## config.mk

```make
export PLATFORM = sky130hd
export DESIGN_NAME = div_stream_adapter_flat
export DESIGN_NICKNAME = d
export VERILOG_FILES = /design/src/rtl/div_stream_adapter_if.sv /design/src/rtl/div_stream_adapter.sv /design/src/flat_wrapper.sv
export SDC_FILE = /design/constraint.sdc
export NUM_CORES = 1
export LEC_CHECK = 0
export ABC_AREA = 1
export BUFFER_PORTS_ARGS = -buffer_cell sky130_fd_sc_hd__buf_2
export CAP_MARGIN = 20
export CORE_MARGIN = 2
export CORE_UTILIZATION = 65
export CTS_BUF_LIST = sky130_fd_sc_hd__clkbuf_2
export DETAILED_ROUTE_END_ITERATION = 8
export GPL_TIMING_DRIVEN = 0
export MAX_ROUTING_LAYER = met4
export PLACE_DENSITY = 0.88
export SYNTH_ARGS = -nofsm -noshare
export SYNTH_HDL_FRONTEND = slang
export SYNTH_SLANG_ARGS = --single-unit
```

## constraint.sdc

```tcl
create_clock -name sys_clk -period 12.2 [get_ports sys_clk]
set_clock_uncertainty 0.1 [all_clocks]
set_input_delay 3.05 -clock sys_clk [delete_from_list [all_inputs] [get_ports sys_clk]]
set_output_delay 3.05 -clock sys_clk [all_outputs]
set_load 0.03 [all_outputs]
```

## src/rtl/div_stream_adapter_if.sv

```systemverilog
// Bundles the request stream, divider issue/return and result stream of div_stream_adapter.
// The slave modport is the adapter's view; master is the surrounding producer/divider/consumer.
interface div_stream_adapter_if #(
    parameter int DIVIDEND_WIDTH = 32,
    parameter int DIVISOR_WIDTH  = 24
);
    logic                      s_valid;
    logic                      s_ready;
    logic [DIVIDEND_WIDTH-1:0] s_dividend;
    logic [DIVISOR_WIDTH-1:0]  s_divisor;
    logic                      div_ivalid;
    logic [DIVIDEND_WIDTH-1:0] div_dividend;
    logic [DIVISOR_WIDTH-1:0]  div_divisor;
    logic                      div_ovalid;
    logic [DIVIDEND_WIDTH-1:0] div_quotient;
    logic                      m_valid;
    logic                      m_ready;
    logic [DIVIDEND_WIDTH-1:0] m_quotient;
    logic                      m_dbz;
    logic                      err_overflow;
    logic                      err_align;

    modport slave (
        input  s_valid, s_dividend, s_divisor, div_ovalid, div_quotient, m_ready,
        output s_ready, div_ivalid, div_dividend, div_divisor,
               m_valid, m_quotient, m_dbz, err_overflow, err_align
    );

    modport master (
        output s_valid, s_dividend, s_divisor, div_ovalid, div_quotient, m_ready,
        input  s_ready, div_ivalid, div_dividend, div_divisor,
               m_valid, m_quotient, m_dbz, err_overflow, err_align
    );
endinterface

```

## src/rtl/div_stream_adapter.sv

```systemverilog
// Ready/valid wrapper around a fixed-latency divider: credit-gated issue, sideband
// divide-by-zero tagging, and a first-word-fall-through result FIFO.
module div_stream_adapter #(
    parameter int DIVIDEND_WIDTH = 32,
    parameter int DIVISOR_WIDTH  = 24,
    parameter int PIPE_LATENCY   = 34,
    parameter int DEPTH          = 8
) (
    input logic                 sys_clk,
    input logic                 sys_rst,
    div_stream_adapter_if.slave bus
);
    localparam int AW = $clog2(DEPTH);
    localparam int CW = AW + 1;
    localparam int EW = DIVIDEND_WIDTH + 1;
    localparam logic [CW-1:0] DEPTH_CNT = DEPTH[CW-1:0];
    localparam logic [CW:0]   DEPTH_SUM = DEPTH[CW:0];
    localparam logic [DIVIDEND_WIDTH-1:0] Q_MAX = {1'b0, {(DIVIDEND_WIDTH-1){1'b1}}};
    localparam logic [DIVIDEND_WIDTH-1:0] Q_MIN = {1'b1, {(DIVIDEND_WIDTH-1){1'b0}}};

    logic [CW-1:0] inflight_q, inflight_d, count_q, count_d;
    logic [AW-1:0] wr_ptr_q, wr_ptr_d, rd_ptr_q, rd_ptr_d;
    // sideband entry: {tag_valid, dbz, dividend_sign}
    logic [PIPE_LATENCY-1:0][2:0] sb_q, sb_d;
    logic err_overflow_q, err_overflow_d, err_align_q, err_align_d;
    logic [EW-1:0] mem_q [DEPTH];

    logic          issue, push, pop, full, push_ok, dec;
    logic [2:0]    tap;
    logic [EW-1:0] push_data, head;
    logic [CW:0]   credit_used;

    // Credit uses registered state only, so a same-cycle pop frees a slot one cycle later.
    assign credit_used = {1'b0, inflight_q} + {1'b0, count_q};
    assign bus.s_ready = !sys_rst && (credit_used < DEPTH_SUM);

    assign issue            = bus.s_valid & bus.s_ready;
    assign bus.div_ivalid   = issue;
    assign bus.div_dividend = bus.s_dividend;
    assign bus.div_divisor  = bus.s_divisor;

    assign tap     = sb_q[PIPE_LATENCY-1];
    assign push    = bus.div_ovalid;
    assign full    = (count_q == DEPTH_CNT);
    assign pop     = bus.m_valid & bus.m_ready;
    assign push_ok = push & (!full | pop);
    assign dec     = push && (inflight_q != '0);

    always_comb begin
        push_data = {bus.div_quotient, 1'b0};
        if (tap[1]) push_data = {(tap[0] ? Q_MIN : Q_MAX), 1'b1};
    end

    assign head             = mem_q[rd_ptr_q];
    assign bus.m_valid      = (count_q != '0);
    assign bus.m_quotient   = bus.m_valid ? head[EW-1:1] : '0;
    assign bus.m_dbz        = bus.m_valid & head[0];
    assign bus.err_overflow = err_overflow_q;
    assign bus.err_align    = err_align_q;

    always_comb begin
        inflight_d = inflight_q;
        case ({issue, dec})
            2'b10:   inflight_d = inflight_q + 1'b1;
            2'b01:   inflight_d = inflight_q - 1'b1;
            default: inflight_d = inflight_q;
        endcase
        count_d = count_q;
        case ({push_ok, pop})
            2'b10:   count_d = count_q + 1'b1;
            2'b01:   count_d = count_q - 1'b1;
            default: count_d = count_q;
        endcase
        wr_ptr_d = push_ok ? wr_ptr_q + 1'b1 : wr_ptr_q;
        rd_ptr_d = pop ? rd_ptr_q + 1'b1 : rd_ptr_q;
        sb_d[0] = {issue, (bus.s_divisor == '0), bus.s_dividend[DIVIDEND_WIDTH-1]};
        for (int i = 1; i < PIPE_LATENCY; i++) sb_d[i] = sb_q[i-1];
        err_overflow_d = err_overflow_q | (push & full & !pop);
        err_align_d    = err_align_q | (tap[2] != push);
    end

    always_ff @(posedge sys_clk or posedge sys_rst) begin
        if (sys_rst) begin
            inflight_q     <= '0;
            count_q        <= '0;
            wr_ptr_q       <= '0;
            rd_ptr_q       <= '0;
            sb_q           <= '0;
            err_overflow_q <= 1'b0;
            err_align_q    <= 1'b0;
        end else begin
            inflight_q     <= inflight_d;
            count_q        <= count_d;
            wr_ptr_q       <= wr_ptr_d;
            rd_ptr_q       <= rd_ptr_d;
            sb_q           <= sb_d;
            err_overflow_q <= err_overflow_d;
            err_align_q    <= err_align_d;
        end
    end

    // Storage needs no reset: outputs are gated by count.
    always_ff @(posedge sys_clk) begin
        if (push_ok) mem_q[wr_ptr_q] <= push_data;
    end
endmodule

```

## src/flat_wrapper.sv

```systemverilog
// flat-port wrapper written by rule: the top's interface ports become plain ports
module div_stream_adapter_flat 
#(
    parameter int DIVIDEND_WIDTH = 32,
    parameter int DIVISOR_WIDTH  = 24,
    parameter int PIPE_LATENCY   = 34,
    parameter int DEPTH          = 8
)
  (sys_clk, sys_rst, bus_s_valid, bus_s_dividend, bus_s_divisor, bus_div_ovalid, bus_div_quotient, bus_m_ready, bus_s_ready, bus_div_ivalid, bus_div_dividend, bus_div_divisor, bus_m_valid, bus_m_quotient, bus_m_dbz, bus_err_overflow, bus_err_align);
  div_stream_adapter_if #(.DIVIDEND_WIDTH(DIVIDEND_WIDTH), .DIVISOR_WIDTH(DIVISOR_WIDTH)) bus_i ();
  input logic sys_clk;
  input logic sys_rst;
  input wire logic [$bits(bus_i.s_valid)-1:0] bus_s_valid;
  input wire logic [$bits(bus_i.s_dividend)-1:0] bus_s_dividend;
  input wire logic [$bits(bus_i.s_divisor)-1:0] bus_s_divisor;
  input wire logic [$bits(bus_i.div_ovalid)-1:0] bus_div_ovalid;
  input wire logic [$bits(bus_i.div_quotient)-1:0] bus_div_quotient;
  input wire logic [$bits(bus_i.m_ready)-1:0] bus_m_ready;
  output wire logic [$bits(bus_i.s_ready)-1:0] bus_s_ready;
  output wire logic [$bits(bus_i.div_ivalid)-1:0] bus_div_ivalid;
  output wire logic [$bits(bus_i.div_dividend)-1:0] bus_div_dividend;
  output wire logic [$bits(bus_i.div_divisor)-1:0] bus_div_divisor;
  output wire logic [$bits(bus_i.m_valid)-1:0] bus_m_valid;
  output wire logic [$bits(bus_i.m_quotient)-1:0] bus_m_quotient;
  output wire logic [$bits(bus_i.m_dbz)-1:0] bus_m_dbz;
  output wire logic [$bits(bus_i.err_overflow)-1:0] bus_err_overflow;
  output wire logic [$bits(bus_i.err_align)-1:0] bus_err_align;
  assign bus_i.s_valid = bus_s_valid;
  assign bus_i.s_dividend = bus_s_dividend;
  assign bus_i.s_divisor = bus_s_divisor;
  assign bus_i.div_ovalid = bus_div_ovalid;
  assign bus_i.div_quotient = bus_div_quotient;
  assign bus_i.m_ready = bus_m_ready;
  assign bus_s_ready = bus_i.s_ready;
  assign bus_div_ivalid = bus_i.div_ivalid;
  assign bus_div_dividend = bus_i.div_dividend;
  assign bus_div_divisor = bus_i.div_divisor;
  assign bus_m_valid = bus_i.m_valid;
  assign bus_m_quotient = bus_i.m_quotient;
  assign bus_m_dbz = bus_i.m_dbz;
  assign bus_err_overflow = bus_i.err_overflow;
  assign bus_err_align = bus_i.err_align;
  div_stream_adapter #(.DIVIDEND_WIDTH(DIVIDEND_WIDTH), .DIVISOR_WIDTH(DIVISOR_WIDTH), .PIPE_LATENCY(PIPE_LATENCY), .DEPTH(DEPTH)) u_core (.sys_clk(sys_clk), .sys_rst(sys_rst), .bus(bus_i));
endmodule
```

==> results.ini <==
[critical_path]
cp-start-kind=input pin
crit_chain=buf_2, nor2_1, nand2_1, a21oi_1, nand2_1, inv_1, buf_2
critPathBufInv=3
slowest_delay_ns=0.20
r2r-start=u_core.count_q[3]$_DFFE_PP0P_
cp.required_ns=9.05
slowest_stage=buf_2
worstSetupPathType=input pin to primary output
crit_arrival_ns=3.91
endpoint_kind=primary output
cp_max_fo=2
startpoint=sys_rst
path_delay_family=buffers and inverters

[floorplanning]
coreArea_um2=24200
row_count=57
io_pins=187
die-area_um2=25800
start_util_pct=65.9
chipWidth_um=161
die_h_um=161

[logic_synthesis]
ys.flop_type=edfxtp_1
synthAdderAreaFrac_pct=1.11
synth-compound-area-share_pct=0.502
synth_xor_area_share_pct=0.604
synth_most_common_cell=nand2_1
synthMuxAreaShare_pct=0
yosys-top-cells-area=edfxtp_1 50%, dfrtp_1 19%, nand2_1 10%, inv_1 6.7%, nand3_1 5.3%
yosysWarnings=0
synth_fp_nets=1637
synth_top_family_by_area=simple AND/OR/NAND/NOR gates
synth-edff-count=264
synth.avg_cell_area_um2=10.4
yosysUniqueCellTypes=23
synth_area_um2=15900
yosysTopAreaCellShare_pct=49.7
synthCells=1531
synth_commonest_cells=436 x nand2_1, 284 x inv_1, 264 x edfxtp_1
synth-seq-cells=382
synth_top_area_cell=edfxtp_1
yosysSeqAreaShare_pct=68.3
async_flop_share_pct=30.9
synth_simple_gate_area_share_pct=18.1

[sta]
setup_viol=0
period_needed_ns=7.06
finalCritPeriodShare_pct=57.8
max_clock_freq_ghz=0.142
rsz0062_at_grt=false
slew_headroom_pct=38.1
hold_viol=0
tightest_slew_ns=0.924
drv_slew=0
setup-tns-final_ns=0

[finish]
finalInstanceArea_um2=18200
fillCellCount=1501
nets=1898
drive_above_1_share_pct=22.7
areaGrowthSynthToFinish_pct=14.4

[detailed_routing]
vias=11600
ant_nets=0
drtPass1Iterations=6
vias_per_cell=5.30
routed_wl_mm=37.6
drt-wirelength-per-cell_um=17.3
drc=0
drt-initial-drc-count=1137

[power]
leakage_uw=0.00917
vdd_ir_drop_max_uv=164
power.density_nw_per_um2=225

[global_routing]
grt_usage_pct=30.8
globalRouteOverflowTotal=0
grt_pass1_wl_mm=58.7
grt_pass1_vias=11800
grt_max_degree=77
antenna_found_initial=1

[clocking]
clk_path_buf_depth=3
cts_tree=done
clk_latency_ns=0.92
clock-sinks=382
clockRootBuffer=clkbuf_2
cts-buffers-inserted=87
htreeDepth=3
postCtsSetupBuffers=0
hold_buffers=0
cts_resized=0
path_clk_slew_ns=0.11

[worst_hold_path]
hold_path_class=flip-flop to flip-flop
worstHoldStart=u_core.sb_d[75]$_DFF_PP0_

[placement]
place_area_um2=17400
port_buffers=155
hpwl_mm=23.8
place_congestion=0.848

[flow_run]
maxCapViolations=0

[outcome]
status=completed

where the power goes:
group	leakage, uW	switching, uW	total, uW	internal [uW]
clock	0.000611	494	819	325
sequential	0.00393	66.5	1630	1560
combinational	0.00464	1180	1670	486
total	0.00917	1740	4110	2370
final timing paths:
kind                                                        to  depth (start not counted)  slack [ns]
worst max-delay path                            bus_div_ivalid                          7        5.14
worst min-delay path                 u_core.sb_d[78]$_DFF_PP0_                          0        0.23
worst max register to register   u_core.count_q[1]$_DFFE_PP0P_                          8        9.36
worst min register to register       u_core.sb_d[78]$_DFF_PP0_                          0        0.23
max in group asynchronous        u_core.count_q[1]$_DFFE_PP0P_                          3        9.12
min in group asynchronous       u_core.bus.err_align$_DFF_PP0_                          2        2.10
cells by family after synthesis:
kind of cell               Yosys count
DFF                                382
buffers and inverters              401
AOI/OAI and AO/OA                   15
and+or+nand+nor                    709
adders and majority gates           13
xor gates and xnor gates            11
per-layer routing:
| layer | GRT usage, % | routed length [um] |
|---|---|---|
| met4 | 17.2 | 1690 |
| met1 | 34.8 | 12900 |
| met2 | 50.7 | 18800 |
| met5 | - | 0 |
| met3 | 7.46 | 4250 |
flip-flops by register name (all words and copies together) (netlist names):
signal	cells
u_core.bus.err_align	1
u_core.bus.err_overflow	1
u_core.count_q	4
u_core.inflight_q	4
u_core.mem_q	264
u_core.rd_ptr_q	3
u_core.sb_d	99
u_core.tap	3
u_core.wr_ptr_q	3
through the flow:
stage	hold slack [ns]	utilization, %	total power (uW)	setup WS [ns]	instances
2_1_floorplan	0.231	-	2750	4.96	1531
3_3_place_gp	0.234	70.8	3180	3.84	2010
3_5_place_dp	0.235	72.1	3280	5.18	2027
4_1_cts	0.221	75.4	4100	5.13	2179
6_report	0.227	75.5	4110	5.14	2181
5_1_grt	0.248	75.5	4340	5.05	2180
cell type report:
cell class	instances	area, um2	area share [%]
buffer	116	748	4.10
antenna	2	5.00	0.0274
tap	324	405	2.22
inverter	285	1070	5.89
timing repair buffer	172	1030	5.64
clock buffer	127	636	3.48
multi-input combinational	748	3290	18.0
sequential	382	10900	59.6
clock inverter	25	175	0.960
cells in the final DEF, fill, tap and decap left out, types with 9 or more instances in the layout:
cell type / Yosys / routed
nand3_1: 169 / 169
nand2_1: 436 / 436
nor2_1: 96 / 92
ha_1: 11 / 11
dfrtp_1: 118 / 118
buf_4: 60 / 61
buf_6: 6 / 15
buf_2: 34 / 189
clkbuf_2: 0 / 127
edfxtp_1: 264 / 264
clkinv_1: 0 / 14
o21ai_0: 9 / 9
clkbuf_1: 15 / 15
inv_1: 284 / 283
No activity file was read; power rests on OpenSTA's default activity.
